## config.mk

```make
export PLATFORM = sky130hd
export DESIGN_NAME = lidar_frame_parser_flat
export DESIGN_NICKNAME = d
export VERILOG_FILES = /design/src/rtl/lidar_pkg.sv /design/src/rtl/lidar_frame_parser_if.sv /design/src/rtl/lidar_frame_parser_byte_gap_timer.sv /design/src/rtl/lidar_frame_parser.sv /design/src/flat_wrapper.sv
export SDC_FILE = /design/constraint.sdc
export NUM_CORES = 1
export LEC_CHECK = 0
export CORE_MARGIN = 8
export CORE_UTILIZATION = 45
export CTS_CLUSTER_SIZE = 24
export DETAILED_ROUTE_END_ITERATION = 10
export GPL_TIMING_DRIVEN = 0
export PLACE_DENSITY = 0.73
export SLEW_MARGIN = 20
export SYNTH_ARGS = -nofsm -noshare
export SYNTH_HDL_FRONTEND = slang
export SYNTH_SLANG_ARGS = --single-unit
```

## constraint.sdc

```tcl
create_clock -name clk -period 3.1 [get_ports clk]
set_input_delay 0.465 -clock clk [delete_from_list [all_inputs] [get_ports clk]]
set_output_delay 0.465 -clock clk [all_outputs]
set_load 0.005 [all_outputs]
```

## src/rtl/lidar_pkg.sv

```systemverilog
// rtl/lidar_pkg.sv - shared constants, state enum and helpers for the LiDAR frame parser
package lidar_pkg;

  localparam logic [7:0]  HDR0    = 8'h55;
  localparam logic [7:0]  HDR1    = 8'hAA;
  localparam logic [15:0] CS_SEED = 16'hAA55;

  typedef enum logic [3:0] {
    ST_HUNT0,
    ST_HUNT1,
    ST_CT,
    ST_LSN,
    ST_FSA_L,
    ST_FSA_H,
    ST_LSA_L,
    ST_LSA_H,
    ST_CS_L,
    ST_CS_H,
    ST_SAMP_L,
    ST_SAMP_H
  } parser_state_e;

  localparam logic [1:0] ERR_NONE    = 2'd0;
  localparam logic [1:0] ERR_CS      = 2'd1;
  localparam logic [1:0] ERR_TIMEOUT = 2'd2;

  function automatic logic lsn_legal(input logic [7:0] lsn, input int max_samples);
    return (lsn != 8'd0) && (int'(lsn) <= max_samples);
  endfunction

endpackage

```

## src/rtl/lidar_frame_parser_if.sv

```systemverilog
// rtl/lidar_frame_parser_if.sv - byte input and frame/sample output bundle for the parser
interface lidar_frame_parser_if;

  logic [7:0]  rx_byte;
  logic        rx_valid;
  logic        frame_start;
  logic [7:0]  frame_ct;
  logic [7:0]  frame_lsn;
  logic [15:0] frame_fsa;
  logic [15:0] frame_lsa;
  logic        sample_valid;
  logic [15:0] sample_dist;
  logic [7:0]  sample_idx;
  logic        frame_done;
  logic        frame_ok;
  logic [1:0]  err_code;

  modport master (
    output rx_byte, rx_valid,
    input  frame_start, frame_ct, frame_lsn, frame_fsa, frame_lsa,
    input  sample_valid, sample_dist, sample_idx,
    input  frame_done, frame_ok, err_code
  );

  modport slave (
    input  rx_byte, rx_valid,
    output frame_start, frame_ct, frame_lsn, frame_fsa, frame_lsa,
    output sample_valid, sample_dist, sample_idx,
    output frame_done, frame_ok, err_code
  );

endinterface

```

## src/rtl/lidar_frame_parser_byte_gap_timer.sv

```systemverilog
// rtl/lidar_frame_parser_byte_gap_timer.sv - idle-cycle counter with terminal-count pulse
module byte_gap_timer #(
  parameter int TIMEOUT_CYC = 20000
) (
  input  logic clk,
  input  logic reset,
  input  logic clr_i,
  input  logic en_i,
  output logic tc_o
);

  localparam int W = $clog2(TIMEOUT_CYC + 1);

  logic [W-1:0] count_q, count_d;

  // Terminal count ignores clr_i so a byte arriving on the expiry cycle loses.
  assign tc_o = en_i && (count_q == W'(TIMEOUT_CYC));

  always_comb begin
    count_d = count_q;
    if (!en_i || clr_i || tc_o) begin
      count_d = '0;
    end else begin
      count_d = count_q + W'(1);
    end
  end

  always_ff @(posedge clk) begin
    if (reset) begin
      count_q <= '0;
    end else begin
      count_q <= count_d;
    end
  end

endmodule

```

## src/rtl/lidar_frame_parser.sv

```systemverilog
// rtl/lidar_frame_parser.sv - locks onto LiDAR packet headers, streams samples, checks checksum
module lidar_frame_parser
  import lidar_pkg::*;
#(
  parameter int MAX_SAMPLES = 40,
  parameter int TIMEOUT_CYC = 20000
) (
  input  logic                 clk,
  input  logic                 reset,
  lidar_frame_parser_if.slave  bus
);

  parser_state_e state_q, state_d;

  logic        timeout;
  logic        in_frame;
  logic        last_sample;
  logic [15:0] word;

  logic [7:0]  ct_q, ct_d;
  logic [7:0]  lo_q, lo_d;
  logic [15:0] cs_q, cs_d;
  logic [15:0] acc_q, acc_d;
  logic [7:0]  cnt_q, cnt_d;

  logic        frame_start_q, frame_start_d;
  logic [7:0]  frame_ct_q, frame_ct_d;
  logic [7:0]  frame_lsn_q, frame_lsn_d;
  logic [15:0] frame_fsa_q, frame_fsa_d;
  logic [15:0] frame_lsa_q, frame_lsa_d;
  logic        sample_valid_q, sample_valid_d;
  logic [15:0] sample_dist_q, sample_dist_d;
  logic [7:0]  sample_idx_q, sample_idx_d;
  logic        frame_done_q, frame_done_d;
  logic        frame_ok_q, frame_ok_d;
  logic [1:0]  err_code_q, err_code_d;

  byte_gap_timer #(
    .TIMEOUT_CYC(TIMEOUT_CYC)
  ) u_gap_timer (
    .clk   (clk),
    .reset (reset),
    .clr_i (bus.rx_valid),
    .en_i  (state_q != ST_HUNT0),
    .tc_o  (timeout)
  );

  assign in_frame    = state_q inside {ST_FSA_L, ST_FSA_H, ST_LSA_L, ST_LSA_H,
                                       ST_CS_L, ST_CS_H, ST_SAMP_L, ST_SAMP_H};
  assign last_sample = ((cnt_q + 8'd1) == frame_lsn_q);
  assign word        = {bus.rx_byte, lo_q};

  always_ff @(posedge clk) begin
    if (reset) begin
      state_q <= ST_HUNT0;
    end else begin
      state_q <= state_d;
    end
  end

  always_comb begin
    state_d = state_q;
    if (timeout) begin
      state_d = ST_HUNT0;
    end else if (bus.rx_valid) begin
      unique case (state_q)
        ST_HUNT0:  state_d = (bus.rx_byte == HDR0) ? ST_HUNT1 : ST_HUNT0;
        ST_HUNT1: begin
          if (bus.rx_byte == HDR1)      state_d = ST_CT;
          else if (bus.rx_byte == HDR0) state_d = ST_HUNT1;
          else                          state_d = ST_HUNT0;
        end
        ST_CT:     state_d = ST_LSN;
        ST_LSN:    state_d = lsn_legal(bus.rx_byte, MAX_SAMPLES) ? ST_FSA_L : ST_HUNT0;
        ST_FSA_L:  state_d = ST_FSA_H;
        ST_FSA_H:  state_d = ST_LSA_L;
        ST_LSA_L:  state_d = ST_LSA_H;
        ST_LSA_H:  state_d = ST_CS_L;
        ST_CS_L:   state_d = ST_CS_H;
        ST_CS_H:   state_d = ST_SAMP_L;
        ST_SAMP_L: state_d = ST_SAMP_H;
        ST_SAMP_H: state_d = last_sample ? ST_HUNT0 : ST_SAMP_L;
        default:   state_d = ST_HUNT0;
      endcase
    end
  end

  always_comb begin
    ct_d           = ct_q;
    lo_d           = lo_q;
    cs_d           = cs_q;
    acc_d          = acc_q;
    cnt_d          = cnt_q;
    frame_start_d  = 1'b0;
    frame_ct_d     = frame_ct_q;
    frame_lsn_d    = frame_lsn_q;
    frame_fsa_d    = frame_fsa_q;
    frame_lsa_d    = frame_lsa_q;
    sample_valid_d = 1'b0;
    sample_dist_d  = sample_dist_q;
    sample_idx_d   = sample_idx_q;
    frame_done_d   = 1'b0;
    frame_ok_d     = frame_ok_q;
    err_code_d     = err_code_q;

    if (timeout) begin
      // Only frames that already announced frame_start are closed with a done pulse.
      if (in_frame) begin
        frame_done_d = 1'b1;
        frame_ok_d   = 1'b0;
        err_code_d   = ERR_TIMEOUT;
      end
    end else if (bus.rx_valid) begin
      unique case (state_q)
        ST_HUNT1: begin
          if (bus.rx_byte == HDR1) acc_d = CS_SEED;
        end
        ST_CT: ct_d = bus.rx_byte;
        ST_LSN: begin
          if (lsn_legal(bus.rx_byte, MAX_SAMPLES)) begin
            frame_start_d = 1'b1;
            frame_ct_d    = ct_q;
            frame_lsn_d   = bus.rx_byte;
            acc_d         = acc_q ^ {bus.rx_byte, ct_q};
            cnt_d         = 8'd0;
          end
        end
        ST_FSA_L, ST_LSA_L, ST_CS_L, ST_SAMP_L: lo_d = bus.rx_byte;
        ST_FSA_H: begin
          frame_fsa_d = word;
          acc_d       = acc_q ^ word;
        end
        ST_LSA_H: begin
          frame_lsa_d = word;
          acc_d       = acc_q ^ word;
        end
        ST_CS_H: cs_d = word;
        ST_SAMP_H: begin
          acc_d          = acc_q ^ word;
          sample_valid_d = 1'b1;
          sample_dist_d  = word;
          sample_idx_d   = cnt_q;
          cnt_d          = cnt_q + 8'd1;
          if (last_sample) begin
            frame_done_d = 1'b1;
            frame_ok_d   = ((acc_q ^ word) == cs_q);
            err_code_d   = frame_ok_d ? ERR_NONE : ERR_CS;
          end
        end
        default: ;
      endcase
    end
  end

  always_ff @(posedge clk) begin
    if (reset) begin
      ct_q           <= '0;
      lo_q           <= '0;
      cs_q           <= '0;
      acc_q          <= '0;
      cnt_q          <= '0;
      frame_start_q  <= 1'b0;
      frame_ct_q     <= '0;
      frame_lsn_q    <= '0;
      frame_fsa_q    <= '0;
      frame_lsa_q    <= '0;
      sample_valid_q <= 1'b0;
      sample_dist_q  <= '0;
      sample_idx_q   <= '0;
      frame_done_q   <= 1'b0;
      frame_ok_q     <= 1'b0;
      err_code_q     <= ERR_NONE;
    end else begin
      ct_q           <= ct_d;
      lo_q           <= lo_d;
      cs_q           <= cs_d;
      acc_q          <= acc_d;
      cnt_q          <= cnt_d;
      frame_start_q  <= frame_start_d;
      frame_ct_q     <= frame_ct_d;
      frame_lsn_q    <= frame_lsn_d;
      frame_fsa_q    <= frame_fsa_d;
      frame_lsa_q    <= frame_lsa_d;
      sample_valid_q <= sample_valid_d;
      sample_dist_q  <= sample_dist_d;
      sample_idx_q   <= sample_idx_d;
      frame_done_q   <= frame_done_d;
      frame_ok_q     <= frame_ok_d;
      err_code_q     <= err_code_d;
    end
  end

  assign bus.frame_start  = frame_start_q;
  assign bus.frame_ct     = frame_ct_q;
  assign bus.frame_lsn    = frame_lsn_q;
  assign bus.frame_fsa    = frame_fsa_q;
  assign bus.frame_lsa    = frame_lsa_q;
  assign bus.sample_valid = sample_valid_q;
  assign bus.sample_dist  = sample_dist_q;
  assign bus.sample_idx   = sample_idx_q;
  assign bus.frame_done   = frame_done_q;
  assign bus.frame_ok     = frame_ok_q;
  assign bus.err_code     = err_code_q;

endmodule

```

## src/flat_wrapper.sv

```systemverilog
// flat-port wrapper written by rule: the top's interface ports become plain ports
module lidar_frame_parser_flat import lidar_pkg::*;
#(
  parameter int MAX_SAMPLES = 40,
  parameter int TIMEOUT_CYC = 20000
)
  (clk, reset, bus_rx_byte, bus_rx_valid, bus_frame_start, bus_frame_ct, bus_frame_lsn, bus_frame_fsa, bus_frame_lsa, bus_sample_valid, bus_sample_dist, bus_sample_idx, bus_frame_done, bus_frame_ok, bus_err_code);
  lidar_frame_parser_if bus_i ();
  input  logic clk;
  input  logic reset;
  input wire logic [$bits(bus_i.rx_byte)-1:0] bus_rx_byte;
  input wire logic [$bits(bus_i.rx_valid)-1:0] bus_rx_valid;
  output wire logic [$bits(bus_i.frame_start)-1:0] bus_frame_start;
  output wire logic [$bits(bus_i.frame_ct)-1:0] bus_frame_ct;
  output wire logic [$bits(bus_i.frame_lsn)-1:0] bus_frame_lsn;
  output wire logic [$bits(bus_i.frame_fsa)-1:0] bus_frame_fsa;
  output wire logic [$bits(bus_i.frame_lsa)-1:0] bus_frame_lsa;
  output wire logic [$bits(bus_i.sample_valid)-1:0] bus_sample_valid;
  output wire logic [$bits(bus_i.sample_dist)-1:0] bus_sample_dist;
  output wire logic [$bits(bus_i.sample_idx)-1:0] bus_sample_idx;
  output wire logic [$bits(bus_i.frame_done)-1:0] bus_frame_done;
  output wire logic [$bits(bus_i.frame_ok)-1:0] bus_frame_ok;
  output wire logic [$bits(bus_i.err_code)-1:0] bus_err_code;
  assign bus_i.rx_byte = bus_rx_byte;
  assign bus_i.rx_valid = bus_rx_valid;
  assign bus_frame_start = bus_i.frame_start;
  assign bus_frame_ct = bus_i.frame_ct;
  assign bus_frame_lsn = bus_i.frame_lsn;
  assign bus_frame_fsa = bus_i.frame_fsa;
  assign bus_frame_lsa = bus_i.frame_lsa;
  assign bus_sample_valid = bus_i.sample_valid;
  assign bus_sample_dist = bus_i.sample_dist;
  assign bus_sample_idx = bus_i.sample_idx;
  assign bus_frame_done = bus_i.frame_done;
  assign bus_frame_ok = bus_i.frame_ok;
  assign bus_err_code = bus_i.err_code;
  lidar_frame_parser #(.MAX_SAMPLES(MAX_SAMPLES), .TIMEOUT_CYC(TIMEOUT_CYC)) u_core (.clk(clk), .reset(reset), .bus(bus_i));
endmodule
```

Yosys cells after proc, flatten, opt, wreduce, memory -nomap -nowiden
Index checks and enable logic that the tools add are counted.

Bitwise operators: 5. $add $sub $neg: 2. Mux-type cells: 28. Equal/unequal tests: 19. Reductions and logical operators: 30. Magnitude comparators: 1.

Operators with widths (number): $pmux 16 s3 (1); $pmux 4 s12 (1); $mux 16 (2); $xor 16x16->16 (2); $reduce_and 3->1 (6); $eq 16x16->1 (1); $eq 4x3->1 const B (4); $eq 4x4->1 const B (4); $pmux 8 s2 (1); $reduce_bool 8->1 (2); $add 15x1->15 const B (1); $eq 15x15->1 const B (1); $mux 1 (14); $reduce_and 4->1 (3); $mux 2 (5); $add 8x1->8 const B (1); $eq 4x2->1 const B (2); $eq 8x7->1 const B (1); $eq 8x8->1 (1); $eq 8x8->1 const B (1); $le 8x6->1 const B (1); $mux 4 (2); $mux 8 (1); $reduce_bool 2->1 (4); 14 further kinds (23).

Input port bits: 11. Flip-flop bits (word level): 153. Logic and storage cells: 103. Output and inout bits: 78.

Logic depth before layout (Yosys ltp)
Depth in word-level cells: 7. Gate-level depth with buffers: 11. Gate-level depth less buffers: 8.

Modules after synthesis
From an unflattened synthesis, not the netlist that was laid out.

Cells, all modules: 793. Area total of the unflattened synthesis: 6814.0 sq um.

Modules (own cells, without submodules): lidar_frame_parser (times used 1, area each 6108.4 sq um, cells each 718); byte_gap_timer (times used 1, area each 705.7 sq um, cells each 75).

Least setup slack after synthesis
OpenSTA, ideal clock, no wires.

Path kind: register to register. Start: register u_core.state_q[2]. End: register u_core.frame_fsa_q[10], in the netlist u_core.bus.frame_fsa[10]. Required time: 2.972 ns. Slack: 0.834 ns. Data arrival time: 2.139 ns. Library setup time: 0.128 ns. Cell stages (with the launch flop): 11. Period minus slack after synthesis: 2.266 ns. Cells stage by stage: dfxtp_1 -> inv_1 -> ha_1 -> buf_2 -> or3b_1 -> and4_4 -> a21boi_4 -> nand3_2 -> buf_4 -> mux2i_1 -> nor2_1.

Cells in the longest elaborated chain, start to end: 4. Elaborated cells on any way between the ends: 5. Those cells by class: eq/ne: 1; bitwise: 1; reduce/logical: 3.

RTL lines: start, declared (line lidar_frame_parser.sv:13) `parser_state_e state_q, state_d;`; start signal, assigned (line lidar_frame_parser.sv:57) `state_q <= state_d;`; $reduce_bool 4->1 (line lidar_frame_parser.sv:44) `.en_i (state_q != ST_HUNT0),`; $logic_and 1x1->1 (line lidar_frame_parser_byte_gap_timer.sv:17) `assign tc_o = en_i && (count_q == W'(TIMEOUT_CYC));`; $not 1->1 (no source line); $reduce_and 3->1 (no source line) (*); end signal, assigned (line lidar_frame_parser.sv:182) `frame_fsa_q <= frame_fsa_d;`; end, declared (line lidar_frame_parser.sv:29) `logic [15:0] frame_fsa_q, frame_fsa_d;`.

Mark *: on every way between the ends. The rest lies on a longest branch, timed or not. A chain may end at the register's enable or synchronous reset.

Final worst setup path
Start: register u_core.state_q[2]. End: register u_core.cnt_q[4].

Cells in the longest elaborated chain, start to end: 4. Elaborated cells on any way between the ends: 9. Those cells by class: eq/ne: 3; mux: 1; bitwise: 1; reduce/logical: 4.

RTL lines: branches (longest 4 deep; another with $eq 4x2->1); end signal, assigned (line lidar_frame_parser.sv:178) `cnt_q <= cnt_d;`; end, declared (line lidar_frame_parser.sv:24) `logic [7:0] cnt_q, cnt_d;`.

Parallel ways; which one is timed is not known.

==> key figures <==
GRT
  – First-pass GRT wire length: 29300 um
  – Grt total ovfl: 0
  – GR Util All Layers: 0.189
  – Vias in the first global route: 5605
  – Pin count of the biggest net entering global routing: 17
  – Initial antenna violation count: 0

STA
  – Tmin final: 2790 ps
  – Transition at the pin with the smallest max-transition slack: 751 ps
  – Final period util: 0.900
  – Max-slew violations: 0
  – Worst slew margin relative to its limit: 0.500
  – Worst Slack Setup Final: 311 ps
  – Setup violators final: 0
  – Hold_ws: 451 ps
  – RSZ-0062 raised after global routing: no
  – Clock skew after layout: 8.22 ps
  – Final-report hold violation count: 0
  – Accumulated negative setup slack: 0 ps
  – Max frequency: 359 MHz

Clock network
  – TritonCTS buffer count: 17
  – Post-cts sizing count: 0
  – Clock latency of the later-clocked register in the worst-skew pair: 430 ps
  – CTS tree: built
  – Clock sink count: 153
  – Number of levels the H-tree was split into: 4
  – Maximum root-to-sink buffer count: 2
  – CTS Root Cell: clkbuf_16
  – Post-CTS Setup Repair Bufs: 0
  – Clock-pin transition on the worst setup and hold timing paths: 60 ps
  – Quantity of hold-fixing buffers added after cts: 0

Finish
  – Post-route insts no fill: 1077
  – Area delta synth->final: 26.3%
  – Storage cell area: 0.00306 sq mm
  – Share of final-layout standard cells stronger than drive strength 1: 0.0697
  – Final cell utilization of the core: 0.573
  – Fill count: 1314
  – Footprint of the multi-input gates: 0.00343 sq mm
  – Inserted Diodes: 0
  – Final nets: 894
  – Final instance area: 0.00858 sq mm

Placed design
  – Port buffer count: 88
  – Worst slack after detailed placement: 63.5 ps
  – Total placed instance area: 0.00791 sq mm
  – Half-perimeter wire length of the detailed placement result: 12900 um
  – Routability congestion estimate from global placement: 0.895
  – Placed cells: 1045

Synthesis
  – Warnings from Yosys: 0
  – Commonest cells post-synth: dfxtp_1, nor2_1, nand2_1
  – Number of flops mapped to enable cells by yosys: 0
  – Cell type with the largest total area after synthesis: dfxtp_1
  – Synthesized area per cell: 8.84 sq um
  – Register area share after synthesis: 0.451
  – Primary FF master, synth: dfxtp_1
  – Library cells used by synthesis: 60
  – Ranking of synthesized cells by area: dfxtp_1, mux2i_1, nor2_1
  – Most repeated cell in the gate-level netlist after synthesis: dfxtp_1
  – Cells after Synth: 769
  – Area share of the leading cell type in the synthesized netlist: 0.451
  – Synthesized Nets: 787
  – Number of synthesized register bits: 153
  – Share of synthesized registers carrying an async set or reset: 0
  – Post-synth design cell area: 0.00680 sq mm

Run status
  – Outcome: finished, final reports clean

Setup path
  – Worst reg-to-reg setup slack: 310 ps
  – R2r endpoint: u_core.cnt_q[4]$_SDFFE_PP0P_
  – Crit Path Max Fanout: 10
  – Arrival time at the worst endpoint: 3130 ps
  – Data required time of the worst path: 3440 ps
  – Kind of start point of the critical path: flop
  – Element type at the critical path end: flop
  – Class of the most critical setup path: reg -> reg
  – Launch instance of the worst register-to-register path: u_core.state_q[2]$_SDFFE_PP0P_
  – R2R cell count: 9

Die
  – Number of rows in the core area: 45
  – Die Outline Area: 0.0193 sq mm
  – Initial standard-cell utilization of the core: 0.454
  – IO Count: 89
  – Die width: 139 um
  – Core box area: 0.0150 sq mm
  – Die Y-Extent: 139 um

Worst hold path
  – Min-delay worst type: reg -> reg
  – Worst-case hold path end point: u_core.bus.sample_dist[4]$_SDFFE_PP0P_
  – WHS Path Cells: 2
  – Worst min-delay path startpoint: u_core.bus.sample_dist[4]$_SDFFE_PP0P_

Routing
  – Starting DRT DRC Count: 521
  – Number of detailed-routing iterations run before antenna repair: 5
  – # DRC: 0
  – Mean routed wirelength per cell: 17.0 um
  – Count of nets left with antenna violations after detail routing: 0
  – Sum of routed wire length over all layers: 18300 um
  – Total number of vias: 5899
  – Number of vias per cell after detailed routing: 5.48

Power and ir drop
  – Final Power: 4.40 mW
  – Power density relative to cell area: 513 mW/mm^2
  – Lkg Pwr: 3.30 nW
  – Largest vdd supply drop: 362 uV

Job
  – Reported max-cap violation count: 0
## layout make-up
cell class,instances,area share
Clock buffer,19,0.0528
Buffer,60,0.0318
Multi-Input combinational cell,549,0.400
Tap cell,188,0.0274
Clock inverter,13,0.0251
Timing Repair Buffer,88,0.103
Inverter,7,0.00306
Sequential cell,153,0.357
## placed cells by master (no fill, tap or decap), types with 6 or more instances in the layout
cell	synthesis	final
dfxtp_1	153	153
o21ai_0	27	27
xor2_1	24	24
or3_1	6	6
nor3_1	9	9
xnor2_1	31	31
nand2_1	86	86
nor2_1	98	98
nand2b_1	9	9
inv_1	7	7
a311oi_1	10	10
buf_2	8	8
nand4_1	12	12
clkbuf_1	40	40
ha_1	7	7
clkbuf_16	0	17
mux2i_1	65	65
nand3_1	25	25
clkdlybuf4s50_1	0	88
buf_4	8	8
a21oi_1	67	67
## worst max path at each step
stage | start | end | slack [ps] | cells past startpoint
finish | u_core.state_q[2]$_SDFFE_PP0P_ | u_core.cnt_q[4]$_SDFFE_PP0P_ | 310 | 9
global route | u_core.state_q[2]$_SDFFE_PP0P_ | u_core.cnt_q[3]$_SDFFE_PP0P_ | 230 | 9
CTS | u_core.state_q[2]$_SDFFE_PP0P_ | u_core.cnt_q[4]$_SDFFE_PP0P_ | 360 | 9
detailed placement | bus_rx_byte[5] | u_core.bus.err_code[0]$_SDFFE_PP0P_ | 60 | 8
global placement | bus_rx_byte[6] | u_core.bus.err_code[0]$_SDFFE_PP0P_ | 50 | 8
floorplan | u_core.state_q[2]$_SDFFE_PP0P_ | u_core.bus.frame_fsa[10]$_SDFFE_PP0P_ | 830 | 10
## layer usage
layer  vias up  wire, um  track usage
met5         -         0            0
met3        32      1430       0.0534
met2       211      7900        0.284
li1       2866         -            -
met4         0       486       0.0867
met1      2790      8490        0.246
## state kept, by name (all words and copies together), names as in the netlist
name / cells
u_core.acc_q: 16
u_core.bus.frame_fsa: 16
u_core.bus.frame_lsa: 16
u_core.bus.sample_dist: 16
u_core.cs_q: 16
u_core.u_gap_timer.count_q: 15
u_core.bus.frame_ct: 8
u_core.bus.frame_lsn: 8
u_core.bus.sample_idx: 8
u_core.cnt_q: 8
u_core.ct_q: 8
u_core.lo_q: 8
u_core.state_q: 4
u_core.bus.err_code: 2
u_core.bus.frame_done: 1
u_core.bus.frame_ok: 1
u_core.bus.frame_start: 1
u_core.bus.sample_valid: 1
## critical path: stages, from the launching register on
cell and delay [ps]:
dfxtp_1 340, inv_1 90, ha_1 280, and3_1 180, buf_1 380, and2_1 220, o21ai_2 140, a21oi_1 590
a41oi_1 200, a311oi_1 250
## power by group
part	internal, mW	switching [mW]
Sequential	1.97	0.000215
Combinational	0.0330	0.0846
Clock	1.48	0.839
## kinds of logic after synthesis
| family | share of synthesized area |
|---|---|
| AO/OA/AOI/OAI | 0.137 |
| flip-flops | 0.451 |
| adder cells (fa/ha/maj) | 0.0129 |
| AND/OR/NAND/NOR | 0.189 |
| multiplexers | 0.0957 |
| buffers and inverters | 0.0440 |
| XOR/XNOR | 0.0709 |
Note: power is estimated with default switching activity, not from simulation.
